[src/rtl/i2s_frame_clk_gen_pkg.sv]
// i2s_pkg: FSM states, WS framing modes and counter-width helper shared by the I2S clock generator.
package i2s_pkg;
  typedef enum logic {I2S_IDLE, I2S_RUN} i2s_state_e;
  localparam logic I2S_WS_STD = 1'b0;
  localparam logic I2S_WS_PULSE = 1'b1;
  function automatic int cnt_w(input int n);
    return (n < 2) ? 1 : $clog2(n);
  endfunction
endpackage

[src/rtl/i2s_frame_clk_gen_if.sv]
// i2s_frame_clk_gen_if: run control in, clocks/strobes/position out; I2S_FRAME_CLK_GEN_MCLK_EN adds mclk.
interface i2s_frame_clk_gen_if import i2s_pkg::*; #(
  parameter int SLOT_BITS = 32,
  parameter int CHANNELS = 2,
  parameter int DIV_W = 8
) ();
  logic en;
  logic [DIV_W-1:0] half_div;
  logic pulse_mode;
  logic bclk, ws, bclk_rise, bclk_fall, frame_start, active;
  logic [cnt_w(CHANNELS)-1:0] slot;
  logic [cnt_w(SLOT_BITS)-1:0] bit_idx;
`ifdef I2S_FRAME_CLK_GEN_MCLK_EN
  logic mclk;
  modport master (output en, half_div, pulse_mode,
                  input bclk, ws, bclk_rise, bclk_fall, frame_start, slot, bit_idx, active, mclk);
  modport slave (input en, half_div, pulse_mode,
                 output bclk, ws, bclk_rise, bclk_fall, frame_start, slot, bit_idx, active, mclk);
`else
  modport master (output en, half_div, pulse_mode,
                  input bclk, ws, bclk_rise, bclk_fall, frame_start, slot, bit_idx, active);
  modport slave (input en, half_div, pulse_mode,
                 output bclk, ws, bclk_rise, bclk_fall, frame_start, slot, bit_idx, active);
`endif
endinterface

[src/rtl/i2s_frame_clk_gen_edge_div.sv]
// i2s_edge_div: BCLK half-period counter with latched divisor; stop_i forces bclk low without a fall strobe.
module i2s_edge_div #(
  parameter int DIV_W = 8
) (
  input  logic             clk_in,
  input  logic             reset,
  input  logic             run_i,
  input  logic             load_i,
  input  logic             stop_i,
  input  logic [DIV_W-1:0] div_i,
  output logic             tick_o,
  output logic             bclk_o,
  output logic             rise_o,
  output logic             fall_o
);
  logic [DIV_W-1:0] n_q, n_d, cnt_q, cnt_d;
  logic bclk_q, bclk_d, rise_q, rise_d, fall_q, fall_d;
  assign tick_o = run_i && (cnt_q == n_q);
  always_comb begin
    n_d = load_i ? div_i : n_q;
    cnt_d = (!run_i || tick_o) ? '0 : cnt_q + 1'b1;
    bclk_d = run_i && (tick_o ? !bclk_q : bclk_q);
    rise_d = tick_o && !bclk_q;
    fall_d = tick_o && bclk_q && !stop_i;
  end
  always_ff @(posedge clk_in) begin
    if (reset) begin
      n_q <= '0;
      cnt_q <= '0;
      bclk_q <= 1'b0;
      rise_q <= 1'b0;
      fall_q <= 1'b0;
    end else begin
      n_q <= n_d;
      cnt_q <= cnt_d;
      bclk_q <= bclk_d;
      rise_q <= rise_d;
      fall_q <= fall_d;
    end
  end
  assign bclk_o = bclk_q;
  assign rise_o = rise_q;
  assign fall_o = fall_q;
endmodule

[src/rtl/i2s_frame_clk_gen.sv]
// i2s_frame_clk_gen: I2S/TDM BCLK/WS generator with slot/bit position tracking.
// I2S_FRAME_CLK_GEN_MCLK_EN adds a free-running mclk of period MCLK_DIV.
module i2s_frame_clk_gen import i2s_pkg::*; #(
  parameter int SLOT_BITS = 32,
  parameter int CHANNELS = 2,
  parameter int DIV_W = 8
`ifdef I2S_FRAME_CLK_GEN_MCLK_EN
  , parameter int MCLK_DIV = 4
`endif
) (
  input logic clk_in,
  input logic reset,
  i2s_frame_clk_gen_if.slave bus
);
  localparam int SW = cnt_w(CHANNELS);
  localparam int BW = cnt_w(SLOT_BITS);
  localparam logic [SW-1:0] LAST_SLOT = SW'(CHANNELS - 1);
  localparam logic [SW-1:0] WS_SLOT = SW'(CHANNELS / 2 - 1);
  localparam logic [BW-1:0] MSB = BW'(SLOT_BITS - 1);
  i2s_state_e state_q, state_d;
  logic [SW-1:0] slot_q, slot_d;
  logic [BW-1:0] bit_q, bit_d;
  logic pm_q, pm_d, ws_q, ws_d, fs_q, fs_d, act_q, act_d;
  logic run, tick, bclk, fall_now, boundary, stop, load, hit_hi, hit_lo;
  i2s_edge_div #(.DIV_W(DIV_W)) u_div (
    .clk_in(clk_in), .reset(reset), .run_i(run), .load_i(load), .stop_i(stop),
    .div_i(bus.half_div), .tick_o(tick), .bclk_o(bclk), .rise_o(bus.bclk_rise), .fall_o(bus.bclk_fall)
  );
  always_comb begin
    run = state_q == I2S_RUN;
    fall_now = tick && bclk;
    boundary = fall_now && slot_q == LAST_SLOT && bit_q == '0;
    stop = boundary && !bus.en;
    load = (state_q == I2S_IDLE && bus.en) || boundary;
    state_d = (state_q == I2S_IDLE) ? (bus.en ? I2S_RUN : I2S_IDLE) : (stop ? I2S_IDLE : I2S_RUN);
    act_d = state_q == I2S_RUN || state_d == I2S_RUN;
    pm_d = load ? bus.pulse_mode : pm_q;
    slot_d = slot_q;
    bit_d = bit_q;
    if (!run) begin
      slot_d = LAST_SLOT;
      bit_d = '0;
    end else if (fall_now && !stop) begin
      bit_d = (bit_q == '0) ? MSB : bit_q - 1'b1;
      slot_d = (bit_q != '0) ? slot_q : (slot_q == LAST_SLOT) ? '0 : slot_q + 1'b1;
    end
    // WS leads the slot boundary by one bit, so it is decided from the position being entered
    hit_hi = bit_d == '0 && slot_d == WS_SLOT;
    hit_lo = bit_d == '0 && slot_d == LAST_SLOT;
    ws_d = (!run || stop) ? 1'b0 : !fall_now ? ws_q :
           (pm_q == I2S_WS_PULSE) ? hit_lo : (hit_hi || (ws_q && !hit_lo));
    fs_d = boundary && bus.en;
  end
  always_ff @(posedge clk_in) begin
    if (reset) begin
      state_q <= I2S_IDLE;
      slot_q <= '0;
      bit_q <= '0;
      pm_q <= I2S_WS_STD;
      ws_q <= 1'b0;
      fs_q <= 1'b0;
      act_q <= 1'b0;
    end else begin
      state_q <= state_d;
      slot_q <= slot_d;
      bit_q <= bit_d;
      pm_q <= pm_d;
      ws_q <= ws_d;
      fs_q <= fs_d;
      act_q <= act_d;
    end
  end
  assign bus.bclk = bclk;
  assign bus.ws = ws_q;
  assign bus.frame_start = fs_q;
  assign bus.slot = slot_q;
  assign bus.bit_idx = bit_q;
  assign bus.active = act_q;
`ifdef I2S_FRAME_CLK_GEN_MCLK_EN
  localparam int MW = cnt_w(MCLK_DIV);
  localparam logic [MW-1:0] MC_TOP = MW'(MCLK_DIV / 2 - 1);
  logic [MW-1:0] mc_q, mc_d;
  logic mclk_q, mclk_d;
  always_comb begin
    mc_d = (mc_q == MC_TOP) ? '0 : mc_q + 1'b1;
    mclk_d = mclk_q ^ (mc_q == MC_TOP);
  end
  always_ff @(posedge clk_in) begin
    if (reset) begin
      mc_q <= '0;
      mclk_q <= 1'b0;
    end else begin
      mc_q <= mc_d;
      mclk_q <= mclk_d;
    end
  end
  assign bus.mclk = mclk_q;
`endif
endmodule
[src/flat_wrapper.sv]
// flat-port wrapper written by rule: the top's interface ports become plain ports
module i2s_frame_clk_gen_flat import i2s_pkg::*;
#(
  parameter int SLOT_BITS = 32,
  parameter int CHANNELS = 2,
  parameter int DIV_W = 8

)
  (clk_in, reset, bus_en, bus_half_div, bus_pulse_mode, bus_bclk, bus_ws, bus_bclk_rise, bus_bclk_fall, bus_frame_start, bus_slot, bus_bit_idx, bus_active);
  i2s_frame_clk_gen_if #(.SLOT_BITS(SLOT_BITS), .CHANNELS(CHANNELS), .DIV_W(DIV_W)) bus_i ();
  input logic clk_in;
  input logic reset;
  input wire logic [$bits(bus_i.en)-1:0] bus_en;
  input wire logic [$bits(bus_i.half_div)-1:0] bus_half_div;
  input wire logic [$bits(bus_i.pulse_mode)-1:0] bus_pulse_mode;
  output wire logic [$bits(bus_i.bclk)-1:0] bus_bclk;
  output wire logic [$bits(bus_i.ws)-1:0] bus_ws;
  output wire logic [$bits(bus_i.bclk_rise)-1:0] bus_bclk_rise;
  output wire logic [$bits(bus_i.bclk_fall)-1:0] bus_bclk_fall;
  output wire logic [$bits(bus_i.frame_start)-1:0] bus_frame_start;
  output wire logic [$bits(bus_i.slot)-1:0] bus_slot;
  output wire logic [$bits(bus_i.bit_idx)-1:0] bus_bit_idx;
  output wire logic [$bits(bus_i.active)-1:0] bus_active;
  assign bus_i.en = bus_en;
  assign bus_i.half_div = bus_half_div;
  assign bus_i.pulse_mode = bus_pulse_mode;
  assign bus_bclk = bus_i.bclk;
  assign bus_ws = bus_i.ws;
  assign bus_bclk_rise = bus_i.bclk_rise;
  assign bus_bclk_fall = bus_i.bclk_fall;
  assign bus_frame_start = bus_i.frame_start;
  assign bus_slot = bus_i.slot;
  assign bus_bit_idx = bus_i.bit_idx;
  assign bus_active = bus_i.active;
  i2s_frame_clk_gen #(.SLOT_BITS(SLOT_BITS), .CHANNELS(CHANNELS), .DIV_W(DIV_W)) u_core (.clk_in(clk_in), .reset(reset), .bus(bus_i));
endmodule
[config.mk]
export PLATFORM = sky130hd
export DESIGN_NAME = i2s_frame_clk_gen_flat
export DESIGN_NICKNAME = d
export VERILOG_FILES = /design/src/rtl/i2s_frame_clk_gen_pkg.sv /design/src/rtl/i2s_frame_clk_gen_if.sv /design/src/rtl/i2s_frame_clk_gen_edge_div.sv /design/src/rtl/i2s_frame_clk_gen.sv /design/src/flat_wrapper.sv
export SDC_FILE = /design/constraint.sdc
export NUM_CORES = 1
export LEC_CHECK = 0
export ABC_AREA = 1
export CAP_MARGIN = 20
export CORE_MARGIN = 2
export CORE_UTILIZATION = 47
export CTS_CLUSTER_DIAMETER = 200
export DETAILED_ROUTE_END_ITERATION = 7
export DONT_BUFFER_PORTS = 1
export HOLD_SLACK_MARGIN = 0.06
export SLEW_MARGIN = 10
export SYNTH_ARGS = -nofsm -noshare
export SYNTH_HDL_FRONTEND = slang
export SYNTH_SLANG_ARGS = --single-unit
[constraint.sdc]
create_clock -name clk_in -period 3.37 [get_ports clk_in]
set_input_delay 0.337 -clock clk_in [delete_from_list [all_inputs] [get_ports clk_in]]
set_output_delay 0.337 -clock clk_in [all_outputs]
set_load 0.005 [all_outputs]
# Yosys cells after proc, flatten, opt, wreduce, memory -nomap -nowiden
# Index checks and enable logic that the tools add are counted.
[word_totals] reg_bits=30
[classes] n_bitwise=2 n_reduce_logical=28 eq_ne=1 mux=12 add_sub_neg=3
[ops] op="$mux 5" count=3
[ops] op="$logic_and 1x1->1" count=13
[ops] op="$logic_not 5->1" count=2
[ops] op="$mux 1" count=9
[ops] op="$add 8x1->8 const B" count=1
[ops] op="$eq 8x8->1" count=1
[ops] op="$logic_not 1->1" count=5
[ops] op="$logic_or 1x1->1" count=5
[ops] op="$reduce_bool 5->1" count=1
[ops] op="$sub 5x1->5 const B" count=1
[ops] op="$reduce_or 2->1" count=2
[ops] op="$not 1->1" count=2
[ops] op="$add 1x1->1 const B" count=1

# Longest topological paths before layout
# Gate-level depths: netlist (run 1).
[logic_depth] ltp_word=16 ltp_mapped=18 depth_no_buf=17

# Hierarchy
# Synthesis (run 1) repeated with hierarchy kept, for this count alone.
[hier_totals] hier_cells=204 hier_area_um2=1530.2
[modules_own_cells] module="i2s_edge_div" n_inst=1 seq_area_each_um2=380.4 area_per_inst_um2=890.9 cells_each=109
[modules_own_cells] module="i2s_frame_clk_gen" n_inst=1 seq_area_each_um2=220.2 area_per_inst_um2=639.4 cells_each=95

# Worst setup path before layout (run 1)
# Ideal clock, no wire load.
[synth_timing] kind="register -> register" from="reg u_core.u_div.cnt_q[2]" to="reg (tool-made name)" path_stages_with_launch=16 slack_ns=1.223 setup_ns=0.113 synth_period_minus_slack_ns=2.147 arrival_time_ns=2.034 cell_sequence="dfxtp_1 xor2_1 nor4_1 nand2_1 nor2_1 ha_1 buf_6 nand2_2 clkinv_2 nand4_4 a21oi_1 nor2_1 nor2_1 nand3_1 nor2_1 nor2_1"
[synth_rtl] element="from (decl)" line_no="i2s_frame_clk_gen_edge_div.sv:16" text="logic [DIV_W-1:0] n_q, n_d, cnt_q, cnt_d;"
[synth_rtl] element="from (signal assigned)" line_no="i2s_frame_clk_gen_edge_div.sv:35" text="cnt_q <= cnt_d;"

==> results_dict.tcl, run 1 <==
set metrics [dict create \
    arrival_ns 2.78 \
    avgSynthCellArea_um2 7.34 \
    synth.most_common_cell "nor2_1" \
    drcViolationCount 0 \
    die-area_um2 3500 \
    dr.pass1.iters 4 \
    diodes 0 \
    muxShareOfSynthArea_pct 0 \
    async_flop_share_pct 0 \
    setup_viol 0 \
    fin_skew_ns 0.0108 \
    clock-sinks 30 \
    synth-seq-cells 30 \
    io_pins 24 \
    wire_per_inst_um 12.3 \
    slowest_stage "ha_1" \
    grt_pass1_wl_um 4740 \
    clkTransAtPathRegs_ns 0.09 \
    synth_ff_type "dfxtp_1" \
    rsz0062_at_grt "false" \
    hold_class "in -> reg" \
    routed_via_density 5.19 \
    syn_area_um2 1430 \
    fin_tns_setup_ns 0 \
    path_class "reg -> reg" \
    clk_latency_ns 0.33 \
    core_area_um2 2980 \
    end_kind "flop" \
    htree_num_levels 2 \
    synthAdderAreaFrac_pct 4.37 \
    drive_above_1_share_pct 9.85 \
    track_usage_pct 18.1 \
    ant_nets 0 \
    die_x_um 59.2 \
    clk_path_buf_depth 2 \
    ir_worst_vdd_v 0.000290 \
    hpwl_um 2160 \
    relSlewSlack_pct 73.6 \
    cpMostUsedCell "nor2_1" \
    synth_commonest_cells "nor2_1 (44), nand2_1 (34), dfxtp_1 (30), inv_1 (19)" \
    finalMaxSlewViolations 0 \
    fmax_mhz 392 \
    vias 1225 \
    synth_fp_nets 212 \
    regToRegSetupSlack_ns 0.82 \
    power_mw 0.659 \
    post-synth-top-area-fraction_pct 42.0 \
    maxCapViolCount 0 \
    synth_enable_flop_cells 0 \
    syn_to_final_growth_pct 7.69 \
    start_util_pct 48.1 \
    startpoint_type "flop" \
    first_iter_violations 59 \
    grt-ovfl-total 0 \
    fin_nets 219 \
    synth.distinct_cells 27 \
    fin_hold_ws_ns 0.0789 \
    synth_warnings 0 \
    final_area_um2 1540 \
    fin_crit_sh_pct 75.7 \
    tightest_slew_ns 0.395 \
    grt_antenna_before_repair 0 \
    synth_xor_xnor_area_share_pct 6.73 \
    synth-compound-area-share_pct 7.60 \
    port-buffer-count 0 \
    max_stage_delay_ns 0.42 \
    synth_top_family_by_area "simple AND/OR/NAND/NOR gates" \
    period_minus_slack_ns 2.55 \
    wl_um 2890 \
    cellLeakagePower_nw 0.745 \
    dpl_cell_area_um2 1460 \
    worstPathMaxFanout 10 \
    post-synth-top-area-cell "dfxtp_1" \
    final_hold_viol_count 0 \
    rows 20 \
    place.gp.congestion 0.887 \
    ys_seq_area_share_pct 42.0 \
    status "complete, no violations" \
    cp.required_ns 3.60 \
    die_h_um 59.2 \
    cp_cell_sequence "xor2_1, nor4_1, nand2_1, nor2_1, ha_1, nand2_2, clkinv_2, nand4_4, nand2_4, nand2_1, nand2_1, nor2_1, nor2_1, nand3_1, nor2_1, nor2_1" \
    cts_buffers 5 \
    synth_area_leaders "dfxtp_1 (42%), nor2_1 (12%), nand2_1 (8.9%), xor2_1 (6.1%), inv_1 (5.0%)" \
    power_density_nw_per_um2 427 \
    syn_inst 195 \
    root_buffer "clkbuf_4" \
    cts_tree "done" \
    grt_pass1_vias 1172 \
    grt_start_max_net_pins 11 \
    yosys.area_share.simple_pct 32.4 \
]
sequential cells by signal, indices dropped and copies added, names as in the netlist, named ones only:
signal / cells
u_core.bus.active: 1
u_core.bus.bit_idx: 5
u_core.bus.frame_start: 1
u_core.bus.slot: 1
u_core.pm_q: 1
u_core.run: 1
u_core.u_div.bclk_o: 1
u_core.u_div.cnt_q: 8
u_core.u_div.fall_o: 1
u_core.u_div.n_q: 8
u_core.u_div.rise_o: 1
cells in the final DEF, fill, tap and decap left out, types with 3 or more instances in the layout:
master	n
nor2_1	44
nand2_1	34
dfxtp_1	30
inv_1	19
xor2_1	10
o21ai_0	10
nand3_1	7
a21oi_1	6
ha_1	5
clkbuf_4	5
nor3_1	4
nor2_2	3
nand2_2	3
o21ai_1	3
cell families after synthesis:
group,after synthesis
adders and majority gates,5
buffers and inverters,24
xor gates and xnor gates,11
AOI/OAI and AO/OA,21
DFF,30
and+or+nand+nor,104
metal layers:
layer  up-vias  wire (um)  GRT usage (%)
met5         -          0              0
met4         0        110           8.12
li1        628          -              -
met1       553       1140           17.6
met3        12        137           6.33
met2        32       1510           33.6
path summary, 6_finish.rpt:
check                                      startpoint                    end  cells after the start
worst max-delay path            u_core.u_div.cnt_q[2]                   flop                     16
worst min register to register  u_core.u_div.cnt_q[0]  u_core.u_div.cnt_q[0]                      1
worst max register to register  u_core.u_div.cnt_q[2]                   flop                     16
worst min-delay path                            reset  u_core.bus.bit_idx[2]                      1
cell type report:
cell class | count | area [um2]
Fill cell | 298 | 1440
Multi-Input combinational cell | 141 | 732
Sequential cell | 30 | 601
Inverter | 22 | 83.8
Clock buffer | 6 | 51.3
Tap cell | 33 | 41.3
Timing Repair Buffer | 2 | 20.0
Clock inverter | 2 | 12.5
worst max-delay path, delay by kind of cell (launching register included):
family / cells / cell delay [ns]
xor+xnor: 1 / 0.15
flops: 1 / 0.37
buf+inv: 1 / 0.08
fa+ha+maj: 1 / 0.42
simple gates: 13 / 1.44
per-stage QoR:
stage          utilization, %  cells  setup WS, ns
3_5_place_dp             48.9    226         0.834
4_1_cts                  51.4    235         0.810
6_report                 51.8    236         0.817
5_1_grt                  51.8    236         0.469
3_3_place_gp             48.9    226         0.876
2_1_floorplan               -    195          1.22
power by group:
part | leakage [nW] | switching, mW | internal, mW | total (mW)
clock | 0.0343 | 0.122 | 0.100 | 0.223
sequential | 0.245 | 0.0141 | 0.370 | 0.384
combinational | 0.465 | 0.0320 | 0.0205 | 0.0526
total | 0.745 | 0.169 | 0.490 | 0.659
timing repair:
item | 4_1_cts | 5_1_grt
resized for setup | 0 | 0
buffers inserted | 0 | 0
hold buffers | 1 | 1
endpoints found under the hold margin | 4 | 2
Power figures use the tool's default switching activity.
==> run 2, diff against run 1 <==
clock period = 2.4 ns   (was 3.37 ns; I/O delays follow)
==> results_dict.tcl, run 2 (same netlist as run 1, synthesis figures left out) <==
set metrics [dict create \
    die_h_um 59.2 \
    fin_crit_sh_pct 95.3 \
    cell_internal_pwr_mw 0.705 \
    grt_pass1_wl_um 4860 \
    routed_via_density 5.06 \
    period_minus_slack_ns 2.29 \
    grt-ovfl-total 0 \
    cts_tree "done" \
    clock-sinks 30 \
    relSlewSlack_pct 79.2 \
    io_pins 24 \
    fin_skew_ns 0.0100 \
    grt_pass1_vias 1180 \
    die_x_um 59.2 \
    setup_viol 0 \
    regToRegSetupSlack_ns 0.11 \
    clk_path_buf_depth 2 \
    maxCapViolCount 0 \
    dp_cells 230 \
    crit_start "u_core.u_div.n_q[6]" \
    finalMaxSlewViolations 0 \
    utilization_pct 56.5 \
    cts_buffers 5 \
    htree_num_levels 2 \
    clk_latency_ns 0.33 \
    rsz0062_at_grt "true" \
    grt_antenna_before_repair 0 \
    track_usage_pct 18.7 \
    cellLeakagePower_nw 0.811 \
    vias 1270 \
    place.gp.congestion 0.929 \
    die-area_um2 3500 \
    p_comb_share_pct 10.4 \
    whs_path_depth 3 \
    arrival_ns 2.52 \
    end_kind "flop" \
    hpwl_um 2190 \
    final_hold_viol_count 0 \
    start_util_pct 48.1 \
    grt_start_max_net_pins 11 \
    worstHoldEndpoint "u_core.u_div.bclk_o" \
    power_density_nw_per_um2 560 \
    hold_class "in -> reg" \
    fin_tns_setup_ns 0 \
    rows 20 \
    wire_per_inst_um 11.7 \
    clkTransAtPathRegs_ns 0.09 \
    min_from "reset" \
    port-buffer-count 0 \
    ir_worst_vdd_v 0.000386 \
    stdcell_count 251 \
    diodes 0 \
    fin_nets 234 \
    final_common_cell "nor2_1" \
    r2r_cells 17 \
    power_frac_seq_pct 56.7 \
    fill_cells 297 \
    syn_to_final_growth_pct 17.6 \
    wl_um 2940 \
    ant_nets 0 \
    worstPathMaxFanout 5 \
    fmax_mhz 437 \
    p_sw_mw 0.237 \
    first_iter_violations 71 \
    drive_above_1_share_pct 13.8 \
    dr.pass1.iters 4 \
    status "complete, no violations" \
    tightest_slew_ns 0.311 \
    cp.required_ns 2.63 \
    drcViolationCount 0 \
    final_cell_mix "nor2_1 (43), nand2_1 (33), dfxtp_1 (28)" \
    worstReg2RegStart "u_core.u_div.n_q[6]" \
    path_class "reg -> reg" \
    startpoint_type "flop" \
    root_buffer "clkbuf_4" \
    clockPowerShare_pct 32.9 \
    core_area_um2 2980 \
    swShare_pct 25.2 \
]
[run 2: changes by cell type in the layout (fill, tap and decap cells not counted), sizes merged]
cell / before / now
clkinvlp: 1 / 0
dlygate4sd3: 2 / 11
clkbuf: 6 / 7
buf: 0 / 6
[run 2: how the worst max path moves through the flow]
| stage | cells after the start | to | slack [ns] |
|---|---|---|---|
| 2_1_floorplan | 15 | flop | 0.25 |
| 3_3_place_gp | 16 | flop | 0.17 |
| 3_5_place_dp | 16 | flop | 0.14 |
| 4_1_cts | 17 | flop | 0.11 |
| 5_1_grt | 17 | flop | -0.12 |
| 6_report | 17 | flop | 0.11 |
[run 2: metrics by stage]
| stage | hold WS, ns | total power, mW | setup WS (ns) | cell area (um2) |
|---|---|---|---|---|
| after CTS | 0.131 | 0.950 | 0.109 | 1660 |
| after global routing | 0.151 | 0.991 | -0.125 | 1680 |
| final | 0.141 | 0.942 | 0.112 | 1680 |
| after floorplan | 0.375 | 0.604 | 0.253 | 1430 |
| after global placement | 0.314 | 0.625 | 0.170 | 1490 |
| after detailed placement | 0.315 | 0.626 | 0.139 | 1490 |
[run 2: timing repair]
action / in CTS / in global routing
setup endpoints to repair: 0 / 1
buffers inserted: 0 / 2
gates resized for setup: 0 / 5
endpoints found under the hold margin: 18 / 0
hold buffers: 11 / 0
[run 2: power by group through the flow]
stage | registers [mW] | clock network (mW) | logic (mW)
2_1_floorplan | 0.544 | 0 | 0.0600
3_3_place_gp | 0.546 | 0 | 0.0785
3_5_place_dp | 0.546 | 0 | 0.0802
4_1_cts | 0.535 | 0.319 | 0.0968
5_1_grt | 0.537 | 0.341 | 0.113
6_report | 0.534 | 0.310 | 0.0977
[run 2: worst max-delay path, cell delays in order, from the launching register on]
cell	delay (ns)
dfxtp_2	0.34
xor2_1	0.15
nor4_1	0.29
nand2_1	0.13
nor2_2	0.15
ha_2	0.20
nand2_2	0.06
clkinv_2	0.07
nand4_4	0.13
nand2_4	0.13
buf_4	0.11
nand2_1	0.04
o21ai_1	0.07
nand2_1	0.08
nand3_1	0.10
nand2_1	0.06
nand2_1	0.05
nor2_1	0.04
[run 2: metal layers]
layer	part of all wire, %	up-vias	global-route usage [%]
li1	-	658	-
met1	39	581	19.1
met2	53	24	33.3
met3	4.9	7	7.21
met4	2.2	0	8.77
met5	0	-	0
[run 2: cell type report]
cell class	count	area (um2)	share of cell area, %
clock buffers	7	55.1	3.27
clock inverters	1	5.00	0.297
inverters	22	83.8	4.98
multi-input cells	141	739	43.9
flip-flops and latches	30	603	35.8
well taps	33	41.3	2.45
repair buffers	17	155	9.22
==> run 3, diff against run 2 <==
ABC_AREA = not set   (was 1)
==> results_dict.tcl, run 3 <==
set metrics [dict create \
    status "complete, no violations" \
    grt_pass1_vias 1143 \
    ir_worst_vdd_v 0.000365 \
    synth_enable_flop_cells 0 \
    vias 1197 \
    hpwl_um 2250 \
    grt_antenna_before_repair 0 \
    synth_area_leaders "dfxtp_1 (43%), mux2i_1 (7.1%), nor2_1 (6.1%), xnor2_1 (5.6%), ha_1 (4.4%)" \
    dr.pass1.iters 4 \
    die-area_um2 3450 \
    utilization_pct 63.2 \
    dpl_cell_area_um2 1530 \
    htree_num_levels 2 \
    async_flop_share_pct 0 \
    final_area_um2 1770 \
    synth_fp_nets 169 \
    stdcell_count 213 \
    maxCapViolCount 0 \
    die_x_um 58.7 \
    clock-sinks 30 \
    ys_seq_area_share_pct 42.7 \
    grt-ovfl-total 0 \
    tightest_slew_ns 0.616 \
    clk_path_buf_depth 2 \
    fin_skew_ns 0.0164 \
    syn_area_um2 1410 \
    max_stage_delay_ns 0.38 \
    arrival_ns 2.54 \
    wl_um 3360 \
    grt_start_max_net_pins 14 \
    synth-seq-cells 30 \
    cts_buffers 5 \
    slowest_stage "dfxtp_1" \
    end_kind "flop" \
    period_minus_slack_ns 2.25 \
    port-buffer-count 0 \
    power_density_nw_per_um2 578 \
    relSlewSlack_pct 58.9 \
    synth_commonest_cells "dfxtp_1 (30), nor2_1 (23), mux2i_1 (10), nand3_1 (10), xnor2_1 (9)" \
    first_iter_violations 37 \
    die_h_um 58.7 \
    routed_via_density 5.62 \
    cp_cell_sequence "xnor2_1, nand4_1, nor3_2, ha_2, nand2_1, mux2i_1, a211oi_1, a2111o_1, a211oi_2, nand3b_1" \
    post-synth-top-area-fraction_pct 42.7 \
    fmax_mhz 444 \
    drcViolationCount 0 \
    track_usage_pct 21.7 \
    ff_latch_area_um2 608 \
    clk_latency_ns 0.33 \
    grt_pass1_wl_um 5550 \
    io_pins 24 \
    clkTransAtPathRegs_ns 0.10 \
    fill_cells 254 \
    final_cell_mix "dfxtp_1 (24), nor2_1 (23), buf_4 (15)" \
    diodes 0 \
    synth_ff_type "dfxtp_1" \
    worstPathMaxFanout 7 \
    final_common_cell "dfxtp_1" \
    synth_warnings 0 \
    fin_nets 198 \
    dp_cells 193 \
    hold_class "in -> reg" \
    cp.required_ns 2.68 \
    worst_slack_ns 0.146 \
    cellLeakagePower_nw 0.718 \
    rsz0062_at_grt "true" \
    regToRegSetupSlack_ns 0.15 \
    ant_nets 0 \
    syn_inst 152 \
    drive_above_1_share_pct 20.9 \
    root_buffer "clkbuf_4" \
    startpoint_type "flop" \
    fin_crit_sh_pct 93.9 \
    cts_tree "done" \
    syn_to_final_growth_pct 26.0 \
    avgSynthCellArea_um2 9.25 \
    dp_slack_ns -0.0340 \
    path_class "reg -> reg" \
    multiInputGateArea_um2 801 \
    synth.most_common_cell "dfxtp_1" \
    core_area_um2 2810 \
    rows 19 \
    place.gp.congestion 0.770 \
    finalMaxSlewViolations 0 \
    start_util_pct 50.1 \
    wire_per_inst_um 15.8 \
    synth.distinct_cells 39 \
    post-synth-top-area-cell "dfxtp_1" \
    setup_viol 0 \
    final_hold_viol_count 0 \
]
## run 3: changes by cell type after synthesis, sizes merged, moves of 2 or more
| cell | change |
|---|---|
| xor2 | -5 |
| o21ai | -8 |
| nor2 | -24 |
| nand3b | +2 |
| nor3b | +2 |
| mux2i | +10 |
| nand2 | -35 |
| xnor2 | +8 |
| nor2b | +3 |
| inv | -14 |
| a211oi | +2 |
| nand3 | +3 |
| a311oi | +2 |
## run 3: worst paths after layout
path / startpoint / to / cells after the start
min: bus_pulse_mode / u_core.pm_q / 2
max reg2reg: u_core.u_div.cnt_q[0] / flop / 10
max: u_core.u_div.cnt_q[0] / flop / 10
min reg2reg: flop / flop / 2
## run 3: area by class of cell
cell class / instances / area share [%]
clock buffer: 7 / 2.54
clock inverter: 1 / 1.69
inverter: 7 / 1.48
multi-input combinational: 111 / 45.2
sequential: 30 / 34.3
tap: 31 / 2.19
timing repair buffer: 26 / 12.6
## run 3: logic make-up (layout without fill, tap and decap cells)
family	count (synthesis)	count (layout)	synth area share [%]
and+or+nand+nor	60	60	22.8
adders and majority gates	5	5	4.45
DFF	30	30	42.7
muxes	10	10	7.12
xor gates and xnor gates	14	14	8.72
buffers and inverters	11	41	3.56
AOI/OAI and AO/OA	22	22	10.7
## run 3: power breakdown
part / total [mW] / switching [mW] / internal [mW]
logic: 0.0974 / 0.0471 / 0.0503
registers: 0.528 / 0.0142 / 0.514
clock network: 0.398 / 0.177 / 0.221
## run 3: repair_timing
| action | CTS | global route |
|---|---|---|
| pin swaps | 0 | 7 |
| buffers inserted | 0 | 0 |
| hold buffers | 10 | 1 |
| resized for setup | 2 | 14 |
| hold endpoints to repair | 16 | 1 |
| endpoints found under the setup margin | 10 | 2 |
## run 3: worst max-delay path: cells and delay by family, from the launching register on
kind,cells,cell delay [ns]
xor gates and xnor gates,1,0.13
AOI/OAI and AO/OA,3,0.67
muxes,1,0.16
adders and majority gates,1,0.28
DFF,1,0.38
and+or+nand+nor,4,0.58
## run 3: layer usage
layer / track usage [%] / routed length, um / share of wire (%) / vias up
met3: 7.47 / 195 / 5.8 / 6
met5: 0 / 0 / 0 / -
met4: 5.84 / 35 / 1.0 / 0
met1: 29.1 / 1610 / 48 / 569
li1: - / - / - / 590
met2: 33.5 / 1520 / 45 / 32
## run 3: metrics by stage
stage               hold slack (ns)  power (mW)  setup TNS, ns
floorplan                     0.312       0.592              0
global placement              0.313       0.608              0
detailed placement            0.316       0.611        -0.0493
CTS                          0.0626        1.02              0
global route                 0.0656        1.06         -0.101
finish                       0.0620        1.02              0
